$ cat src/rtl/rtp_pkg.sv
// Shared types for the RTP result path: collector state, buffered result record
// and the fixed field widths the record is built from.
package rtp_pkg;

   localparam int RTP_MAX_CH = 8;
   localparam int RTP_CH_W   = $clog2(RTP_MAX_CH);
   // Record fields are sized for the widest supported id / hitT (32 bits each).
   localparam int RTP_ID_W   = 32;
   localparam int RTP_T_W    = 32;

   typedef enum logic [1:0] {
      IDLE,
      RUN,
      DRAIN,
      DONE
   } rtp_coll_state_e;

   typedef struct packed {
      logic [RTP_CH_W-1:0] ch;
      logic [RTP_ID_W-1:0] ray_id;
      logic [RTP_T_W-1:0]  hitT;
   } rtp_result_t;

endpackage

$ cat src/rtl/rtp_sync_fifo.sv
// Single-clock result FIFO with synchronous flush; head is visible combinationally
// so a pushed entry appears on the read side one cycle after the push.
module rtp_sync_fifo
   import rtp_pkg::*;
#(
   parameter int WIDTH = $bits(rtp_result_t),
   parameter int DEPTH = 16
) (
   input  logic             clock,
   input  logic             reset,
   input  logic             flush,
   input  logic             push,
   input  logic [WIDTH-1:0] wr_data,
   input  logic             pop,
   output logic [WIDTH-1:0] rd_data,
   output logic             full,
   output logic             empty
);

   localparam int AW = $clog2(DEPTH);

   logic [WIDTH-1:0] mem [DEPTH];
   logic [AW:0]      wr_ptr_q, wr_ptr_d, rd_ptr_q, rd_ptr_d;
   logic             do_push, do_pop;

   assign empty   = (wr_ptr_q == rd_ptr_q);
   assign full    = (wr_ptr_q[AW] != rd_ptr_q[AW]) && (wr_ptr_q[AW-1:0] == rd_ptr_q[AW-1:0]);
   assign do_pop  = pop && !empty;
   // A full FIFO may still accept when the head leaves in the same cycle.
   assign do_push = push && (!full || do_pop);
   assign rd_data = mem[rd_ptr_q[AW-1:0]];

   always_comb begin
      wr_ptr_d = wr_ptr_q;
      rd_ptr_d = rd_ptr_q;
      if (flush) begin
         wr_ptr_d = '0;
         rd_ptr_d = '0;
      end else begin
         if (do_push) wr_ptr_d = wr_ptr_q + (AW+1)'(1);
         if (do_pop)  rd_ptr_d = rd_ptr_q + (AW+1)'(1);
      end
   end

   always_ff @(posedge clock or posedge reset) begin
      if (reset) begin
         wr_ptr_q <= '0;
         rd_ptr_q <= '0;
      end else begin
         wr_ptr_q <= wr_ptr_d;
         rd_ptr_q <= rd_ptr_d;
      end
   end

   always_ff @(posedge clock) begin
      if (do_push && !flush) mem[wr_ptr_q[AW-1:0]] <= wr_data;
   end

endmodule

$ cat src/rtl/rtp_result_collector.sv
// Round-robin collector of per-channel RTP results into one stream, with run-cycle
// and result counters. Define RTP_PERF_CNT_EN for per-channel push/stall counters.
module rtp_result_collector
   import rtp_pkg::*;
#(
   parameter int NUM_CH     = 2,
   parameter int ID_W       = 32,
   parameter int T_W        = 32,
   parameter int FIFO_DEPTH = 16,
   parameter int CNT_W      = 64,
   localparam int CH_W      = (NUM_CH > 1) ? $clog2(NUM_CH) : 1
) (
   input  logic                     clock,
   input  logic                     reset,
   input  logic                     start,
   input  logic [NUM_CH-1:0]        in_valid,
   output logic [NUM_CH-1:0]        in_ready,
   input  logic [NUM_CH*ID_W-1:0]   in_ray_id,
   input  logic [NUM_CH*T_W-1:0]    in_hitT,
   input  logic [NUM_CH-1:0]        ch_finish,
   output logic                     out_valid,
   input  logic                     out_ready,
   output logic [ID_W-1:0]          out_ray_id,
   output logic [T_W-1:0]           out_hitT,
   output logic [CH_W-1:0]          out_ch,
   output logic                     busy,
   output logic                     done,
   output logic [CNT_W-1:0]         total_cycles,
   output logic [CNT_W-1:0]         result_count
`ifdef RTP_PERF_CNT_EN
   ,
   output logic [NUM_CH*CNT_W-1:0]  ch_result_count,
   output logic [NUM_CH*CNT_W-1:0]  ch_stall_count
`endif
);

   rtp_coll_state_e   state_q, state_d;
   logic [NUM_CH-1:0] mask_q, mask_d;
   logic [CH_W-1:0]   ptr_q, ptr_d;
   logic [CH_W-1:0]   grant_idx, cand;
   logic [NUM_CH-1:0] grant;
   logic              found;
   logic              active, push, out_hs, fifo_full, fifo_empty;
   rtp_result_t       push_data, head;
   logic [CNT_W-1:0]  total_q, total_d, count_q, count_d;
   logic              head_ch_unused;

   assign active = (state_q == RUN) || (state_q == DRAIN);

   // Arbiter is held off during start so nothing lands in the FIFO being flushed.
   always_comb begin
      grant     = '0;
      grant_idx = '0;
      cand      = '0;
      found     = 1'b0;
      push_data = '0;
      if (active && !fifo_full && !start) begin
         for (int k = 0; k < NUM_CH; k++) begin
            cand = CH_W'((int'(ptr_q) + k) % NUM_CH);
            if (!found && in_valid[cand]) begin
               found       = 1'b1;
               grant[cand] = 1'b1;
               grant_idx   = cand;
            end
         end
      end
      for (int c = 0; c < NUM_CH; c++) begin
         if (grant[c]) begin
            push_data.ch     = RTP_CH_W'(c);
            push_data.ray_id = RTP_ID_W'(in_ray_id[c*ID_W +: ID_W]);
            push_data.hitT   = RTP_T_W'(in_hitT[c*T_W +: T_W]);
         end
      end
   end

   assign in_ready = grant;
   assign push     = found;
   assign ptr_d    = push ? CH_W'((int'(grant_idx) + 1) % NUM_CH) : ptr_q;

   rtp_sync_fifo #(
      .WIDTH ($bits(rtp_result_t)),
      .DEPTH (FIFO_DEPTH)
   ) u_fifo (
      .clock   (clock),
      .reset   (reset),
      .flush   (start),
      .push    (push),
      .wr_data (push_data),
      .pop     (out_ready),
      .rd_data (head),
      .full    (fifo_full),
      .empty   (fifo_empty)
   );

   assign out_valid      = !fifo_empty;
   assign out_hs         = out_valid && out_ready;
   assign out_ray_id     = fifo_empty ? '0 : head.ray_id[ID_W-1:0];
   assign out_hitT       = fifo_empty ? '0 : head.hitT[T_W-1:0];
   assign out_ch         = fifo_empty ? '0 : head.ch[CH_W-1:0];
   assign head_ch_unused = ^head.ch;

   always_comb begin
      state_d = state_q;
      mask_d  = mask_q;
      case (state_q)
         IDLE:    if (start) state_d = RUN;
         RUN: begin
            mask_d = mask_q | ch_finish;
            if ((&mask_q) && !(|in_valid)) state_d = DRAIN;
         end
         DRAIN:   if (fifo_empty) state_d = DONE;
         DONE:    if (start) state_d = RUN;
         default: state_d = IDLE;
      endcase
      if (start) begin
         state_d = RUN;
         mask_d  = '0;
      end
   end

   always_comb begin
      total_d = total_q;
      count_d = count_q;
      if (start) begin
         total_d = '0;
         count_d = '0;
      end else begin
         if (active && (total_q != '1)) total_d = total_q + 1'b1;
         if (out_hs && (count_q != '1)) count_d = count_q + 1'b1;
      end
   end

   always_ff @(posedge clock or posedge reset) begin
      if (reset) begin
         state_q <= IDLE;
         mask_q  <= '0;
         ptr_q   <= '0;
         total_q <= '0;
         count_q <= '0;
      end else begin
         state_q <= state_d;
         mask_q  <= mask_d;
         ptr_q   <= ptr_d;
         total_q <= total_d;
         count_q <= count_d;
      end
   end

   assign busy         = active;
   assign done         = (state_q == DONE);
   assign total_cycles = total_q;
   assign result_count = count_q;

`ifdef RTP_PERF_CNT_EN
   for (genvar gi = 0; gi < NUM_CH; gi++) begin : g_perf
      logic [CNT_W-1:0] res_q, res_d, stall_q, stall_d;

      always_comb begin
         res_d   = res_q;
         stall_d = stall_q;
         if (start) begin
            res_d   = '0;
            stall_d = '0;
         end else if (active) begin
            if (grant[gi] && (res_q != '1)) res_d = res_q + 1'b1;
            if (in_valid[gi] && !grant[gi] && (stall_q != '1)) stall_d = stall_q + 1'b1;
         end
      end

      always_ff @(posedge clock or posedge reset) begin
         if (reset) begin
            res_q   <= '0;
            stall_q <= '0;
         end else begin
            res_q   <= res_d;
            stall_q <= stall_d;
         end
      end

      assign ch_result_count[gi*CNT_W +: CNT_W] = res_q;
      assign ch_stall_count[gi*CNT_W +: CNT_W]  = stall_q;
   end
`endif

endmodule

$ cat config.mk
export PLATFORM = sky130hd
export DESIGN_NAME = rtp_result_collector
export DESIGN_NICKNAME = d
export VERILOG_FILES = /design/src/rtl/rtp_pkg.sv /design/src/rtl/rtp_sync_fifo.sv /design/src/rtl/rtp_result_collector.sv
export SDC_FILE = /design/constraint.sdc
export NUM_CORES = 1
export LEC_CHECK = 0
export CORE_UTILIZATION = 50
export CTS_BUF_LIST = sky130_fd_sc_hd__clkbuf_4 sky130_fd_sc_hd__clkbuf_8 sky130_fd_sc_hd__clkbuf_16
export DETAILED_ROUTE_END_ITERATION = 16
export GPL_ROUTABILITY_DRIVEN = 0
export GPL_TIMING_DRIVEN = 0
export PLACE_DENSITY = 0.69
export SYNTH_ARGS = -nofsm -noshare
export SYNTH_HDL_FRONTEND = slang
export SYNTH_SLANG_ARGS = --single-unit
$ cat constraint.sdc
create_clock -name clock -period 7.63 [get_ports clock]
set_clock_uncertainty 0.15 [all_clocks]
set_input_delay 2.289 -clock clock [delete_from_list [all_inputs] [get_ports clock]]
set_output_delay 2.289 -clock clock [all_outputs]
set_load 0.05 [all_outputs]
# Word-level counts from Yosys, hierarchy flattened
# Memory sizes are Yosys's and may differ from the RTL's.
# Cells that the tools add are included.
[word_totals] ff_bits=143 ramBits=1072 input_bits=136 wordCells=100 memories=1
[op_classes] n_addsub=6 magnitude_cmp=4 eq_ne=11 mux=40 bitwise=2 n_reduce_logical=29
[mem_list] memory="u_fifo.mem" depth=16 word_bits=67 rd=1 rd_clocked_by_memory_dff=0 wr=1 line_no="rtp_sync_fifo.sv:22" text="logic [WIDTH-1:0] mem [DEPTH];"
[ops] operator="64-bit two-way mux" count=5
[ops] operator="64-bit by 1-bit adder with 64-bit output (second input constant)" count=2
[ops] operator="64-bit != test (second input constant)" count=2
[ops] operator="67-bit two-way mux" count=1
[ops] operator="32-bit two-way mux" count=2
[ops] operator="5-bit two-way mux" count=4
[ops] operator="2-bit two-way mux" count=9
[ops] operator="1-bit two-way mux" count=16
[ops] operator="1-bit logical AND" count=12
[ops] operator="5-bit by 1-bit adder with 5-bit output (second input constant)" count=2
[ops] operator="2-bit nonzero test" count=5
[ops] operator="5-bit == test" count=1
[ops] operator="1-bit logical NOT" count=5
[ops] operator="2-bit == test (second input constant)" count=2
[ops] operator="4-bit == test" count=1
[ops] operator="1-bit by 2-bit less-than comparator with 1-bit output (second input constant)" count=2
[ops] operator="2-bit OR" count=2
[ops] operator="2-bit case mux with 2 select lines" count=1
[ops] operator="2-bit OR reduction" count=2
[ops] operator="3-bit by 2-bit != test with 1-bit output (second input constant)" count=1
[ops] operator="3-bit != test (second input constant)" count=1
[ops] operator="3-bit AND reduction" count=1
[ops] operator="1-bit adder (second input constant)" count=2
[ops] operator="1-bit demux with 1-bit select" count=2
[ops] operator="7 further kinds" count=9

# Longest topological paths before layout
[depth] ltp_word=14 mapped_depth=10 depth_no_buf=7

# Modules after synthesis
# A second synthesis with hierarchy kept.
[hier_totals] cells_unflattened=2771 area_unflattened_um2=49944.2
[modules_own_cells] module="rtp_sync_fifo" instances=1 cells_each=1795 area_each_um2=41446.0
[modules_own_cells] module="rtp_result_collector" instances=1 cells_each=976 area_each_um2=8498.2

# Worst setup path before layout
# Ideal clock, no wire load.
[synth_timing] path_type="input port to flip-flop" start="input port in_valid[0]" end="memory u_fifo.mem[0][0] (netlist bit), enable pin" setup_time_ns=0.567 arrival_ns=7.980 t_required_ns=6.913 slack_ns=-1.067 stages=4 cell_sequence="nor2_1 > a2111oi_1 > nand2_1 > nor3_1"
[synth_between] elab_chain_cells=12
[synth_lines] element="from (decl)" line_no="rtp_result_collector.sv:16" text="input logic [NUM_CH-1:0] in_valid,"
[synth_lines] element="1-bit two-way mux (not written as such) (2 in a row)" line_no="rtp_result_collector.sv:60" text="if (!found && in_valid[cand]) begin"
[synth_lines] element="1-bit two-way mux" line_no="rtp_result_collector.sv:60"
[synth_lines] element="1-bit two-way mux" line_no="rtp_result_collector.sv:57" text="if (active && !fifo_full && !start) begin"
[synth_lines] element="1-bit logical NOT" line_no="rtp_result_collector.sv:60"
[synth_lines] element="1-bit logical AND" line_no="rtp_result_collector.sv:60"
[synth_lines] element="1-bit two-way mux *" line_no="rtp_result_collector.sv:60"
[synth_lines] element="1-bit two-way mux *" line_no="rtp_result_collector.sv:57"
[synth_lines] element="1-bit logical AND *" line_no="rtp_sync_fifo.sv:30" text="assign do_push = push && (!full || do_pop);"
[synth_lines] element="1-bit logical AND *" line_no="rtp_sync_fifo.sv:56" text="if (do_push && !flush) mem[wr_ptr_q[AW-1:0]] <= wr_data;"
[synth_lines] element="1-bit two-way mux *" line_no="rtp_sync_fifo.sv:56"
[synth_lines] element="1-bit two-way mux (not written as such) *" line_no="rtp_sync_fifo.sv:56"
[synth_lines] element="to (decl)" line_no="rtp_sync_fifo.sv:22"
# Mark *: on every way between the ends. The rest lies on a longest branch, timed or not. The select of a mux whose other input is x is not followed.

# Worst setup path after layout
[layout_timing] start="input port start" end="output port in_ready[1]"
[layout_between] elab_chain_cells=3
[layout_lines] element="from (decl)" line_no="rtp_result_collector.sv:15" text="input logic start,"
[layout_lines] element="1-bit logical NOT" line_no="rtp_result_collector.sv:57"
[layout_lines] element="1-bit logical AND" line_no="rtp_result_collector.sv:57"
[layout_lines] element="2-bit two-way mux" line_no="rtp_result_collector.sv:57"
[layout_lines] element="to (decl)" line_no="rtp_result_collector.sv:17" text="output logic [NUM_CH-1:0] in_ready,"
# Every way passes these cells.

==> run metrics <==
die height 312 µm; Post-Syn Nets 2654; Peak supply drop 0.204 mV; Area growth syn-to-layout 21.7%; CTS H-tree lvls 3; Overflow after GRT 0; FF-to-FF End u_fifo.mem[4][48]; first-pass GRT wire length 187 mm; register area share after synthesis 0.725; routed wire length 127 mm; hold crit path type reg2reg; top cells by area, synth edfxtp_1, mux4_2, dfrtp_1; fraction of layout cells with a size suffix above 1 0.209; routed len/inst 29.0 µm; number of I/O pins 334; final core utilization 0.615; CTS root buffer clkbuf_16; RSZ-0062 raised after global routing no; crit-path max FO 26; post_cts resized 27; clock tree buffer depth 3; largest net degree at the start of global routing 86; Cells after Synth 2508; number of synthesized flops with an enable pin 1040; Post-CTS Hold Buffers 0; Hold Path Cell Cnt 2; Async SR Flop Fraction 0.121; Max Slew Vio Count 0; HP Start mask_q[0]; Pwr per Cell Area 302 mW/mm²; MaxCap Viol Count 0; CP top delay family buffers and inverters; Worst-Margin Slew 1.19 ns; total number of vias 27600; number of buffers created by CTS 116; most frequent cells in the layout edfxtp_1, clkdlybuf4s50_1, mux4_2; Remaining DRCs 0; Placed Area 0.0545 mm²; fin crit share 0.987; Power, Total 0.0177 W; flops & latches, synth 1183; Setup Buffers After CTS 0; Fin. Hold Viols 0; Worst Hold Path EP mask_q[0]; R2R cell count 8; most numerous cell on the critical path clkdlybuf4s50_1; P_leak 18.6 nW; crit path capture type output port; Main synth FF type edfxtp_1; CTS Sinks 1183; initial antenna violation count 5; Crit path largest cell delay 0.88 ns; Cell variety after synth 51; number of global-route vias before repair 27900; reg2reg setup slack 2.30 ns; warnings from Yosys 0; CTS tree yes; crit path kind in2out; synthesized area 0.0480 mm²; Slew headroom 0.204; Post-layout nets 3165; CP required 5.19 ns; CP Launch Type input port; starting density of the core 0.505; area leader, netlist edfxtp_1; Die X 312 µm; commonest non-fill, non-tap cell in the layout edfxtp_1; worst reg2reg startpoint u_fifo.wr_ptr_q[2]; Worst path slowest cell clkdlybuf4s50_1; initial DRC count 3803; std cell rows 113; core footprint 0.0950 mm²; Fmax 0.133 GHz; Worst Path Arrival 5.09 ns; placed wire-length estimate 84.3 mm; Reg clk slew, reported paths 0.06 ns; GR Util All Layers 0.264; CP Buf/Inv Count 4; first-pass iteration count of the detailed router 5; Critical Path, Cell by Cell clkdlybuf4s50_1 > nor2_1 > a21boi_0 > and3_1 > buf_2 > buf_4 > clkdlybuf4s50_1; Post-DRT Antenna Nets 0; Die Area 0.0973 mm²; minimum clock period 7.53 ns; fin area 0.0584 mm²; worst skew pair latency 0.70 ns; top-area cell type share of the netlist area 0.650; synthesized area per cell 19.1 µm²; PortBufs 333; status finished, final reports clean; filler instances 6605; post-DR vias/cell 6.30; Final Setup Violations 0
## worst min-delay path, stage by stage, from the launching register on
cell and delay (ns):
dfrtp_1 0.35, a21oi_1 0.05, nor2_1 0.08
## Yosys cell counts (2+ instances only)
library cell     n
edfxtp_1      1040
mux4_2         325
dfrtp_1        143
clkbuf_1       105
nor2_1          93
a21oi_1         87
and2_1          75
nand2_1         70
a22o_1          64
nand4_1         51
or4_1           45
o31ai_1         41
nand3_1         40
or3_1           39
o21ai_0         27
xor2_1          27
buf_1           24
nor3_1          21
nor4_1          20
xnor2_1         20
inv_1           18
and4_1          17
o21ai_1         16
and3_1          13
nor2b_1         13
ha_1            10
mux2_2          10
o211ai_1        10
buf_4            6
buf_2            5
nand2b_1         3
o21a_1           3
o21ba_2          3
or2_2            3
mux2i_1          2
nor4b_1          2
o21bai_1         2
or4_4            2
## flip-flops by register name, summed over array words and instances (netlist names)
| name | cells |
|---|---|
| result_count | 64 |
| mask_q | 2 |
| ptr_q | 1 |
| state_q | 2 |
| u_fifo.wr_ptr_q | 5 |
| u_fifo.rd_ptr_q | 5 |
| u_fifo.mem | 1040 |
| total_cycles | 64 |
## metal layers
layer | share of wire | GRT usage | wire length (µm) | vias to the layer above
li1 | - | - | - | 11400
met1 | 0.39 | 0.369 | 50200 | 14500
met2 | 0.50 | 0.432 | 63100 | 1488
met3 | 0.084 | 0.0411 | 10700 | 200
met4 | 0.026 | 0.0758 | 3260 | 2
met5 | 0.00010 | 0 | 13 | -
## stage by stage
step	worst slack, ns	hold WS, ns	cells	setup TNS [ns]
after floorplan	0.672	0.312	2508	0
after global placement	-3.89	0.332	4106	-3501.82
after detailed placement	-0.430	0.376	4167	-0.430
after CTS	0.00992	0.376	4382	0
after global routing	0.00428	0.396	4384	0
final	0.103	0.375	4386	0
## worst max path at each step
| stage | start | to | slack [ns] | cells past startpoint |
|---|---|---|---|---|
| detailed placement | start | in_ready[1] | -0.43 | 7 |
| finish | start | in_ready[1] | 0.10 | 7 |
| floorplan | in_valid[0] | u_fifo.mem[12][0] | 0.67 | 4 |
| global route | u_fifo.wr_ptr_q[3] | out_hitT[14] | 0.004 | 9 |
| CTS | start | in_ready[0] | 0.01 | 6 |
| global placement | in_valid[0] | u_fifo.mem[14][41] | -3.89 | 5 |
## where the power goes
part / total [W] / internal (W) / switching (W) / leakage [nW]
combinational: 0.00424 / 0.00158 / 0.00266 / 5.10
clock: 0.00579 / 0.00339 / 0.00240 / 1.94
sequential: 0.00762 / 0.00756 / 0.0000649 / 11.6
total: 0.0177 / 0.0125 / 0.00512 / 18.6
## final cells by class
class	count	area, µm²	share of cell area
inverters	18	72.6	0.00124
well taps	1265	1580	0.0271
flip-flops and latches	1183	34800	0.596
clock buffers	151	3240	0.0554
diodes	5	12.5	0.000214
plain buffers	139	627	0.0107
repair buffers	394	4720	0.0809
multi-input cells	1167	12700	0.218
clock inverters	64	643	0.0110
## logic make-up after synthesis
kind of cell | share of synthesized area
AO/OA/AOI/OAI | 0.0362
flip-flops | 0.725
AND/OR/NAND/NOR | 0.0595
multiplexers | 0.155
buffers and inverters | 0.0130
adder cells (fa/ha/maj) | 0.00261
XOR/XNOR | 0.00857
(Power assumes the default switching activity.)
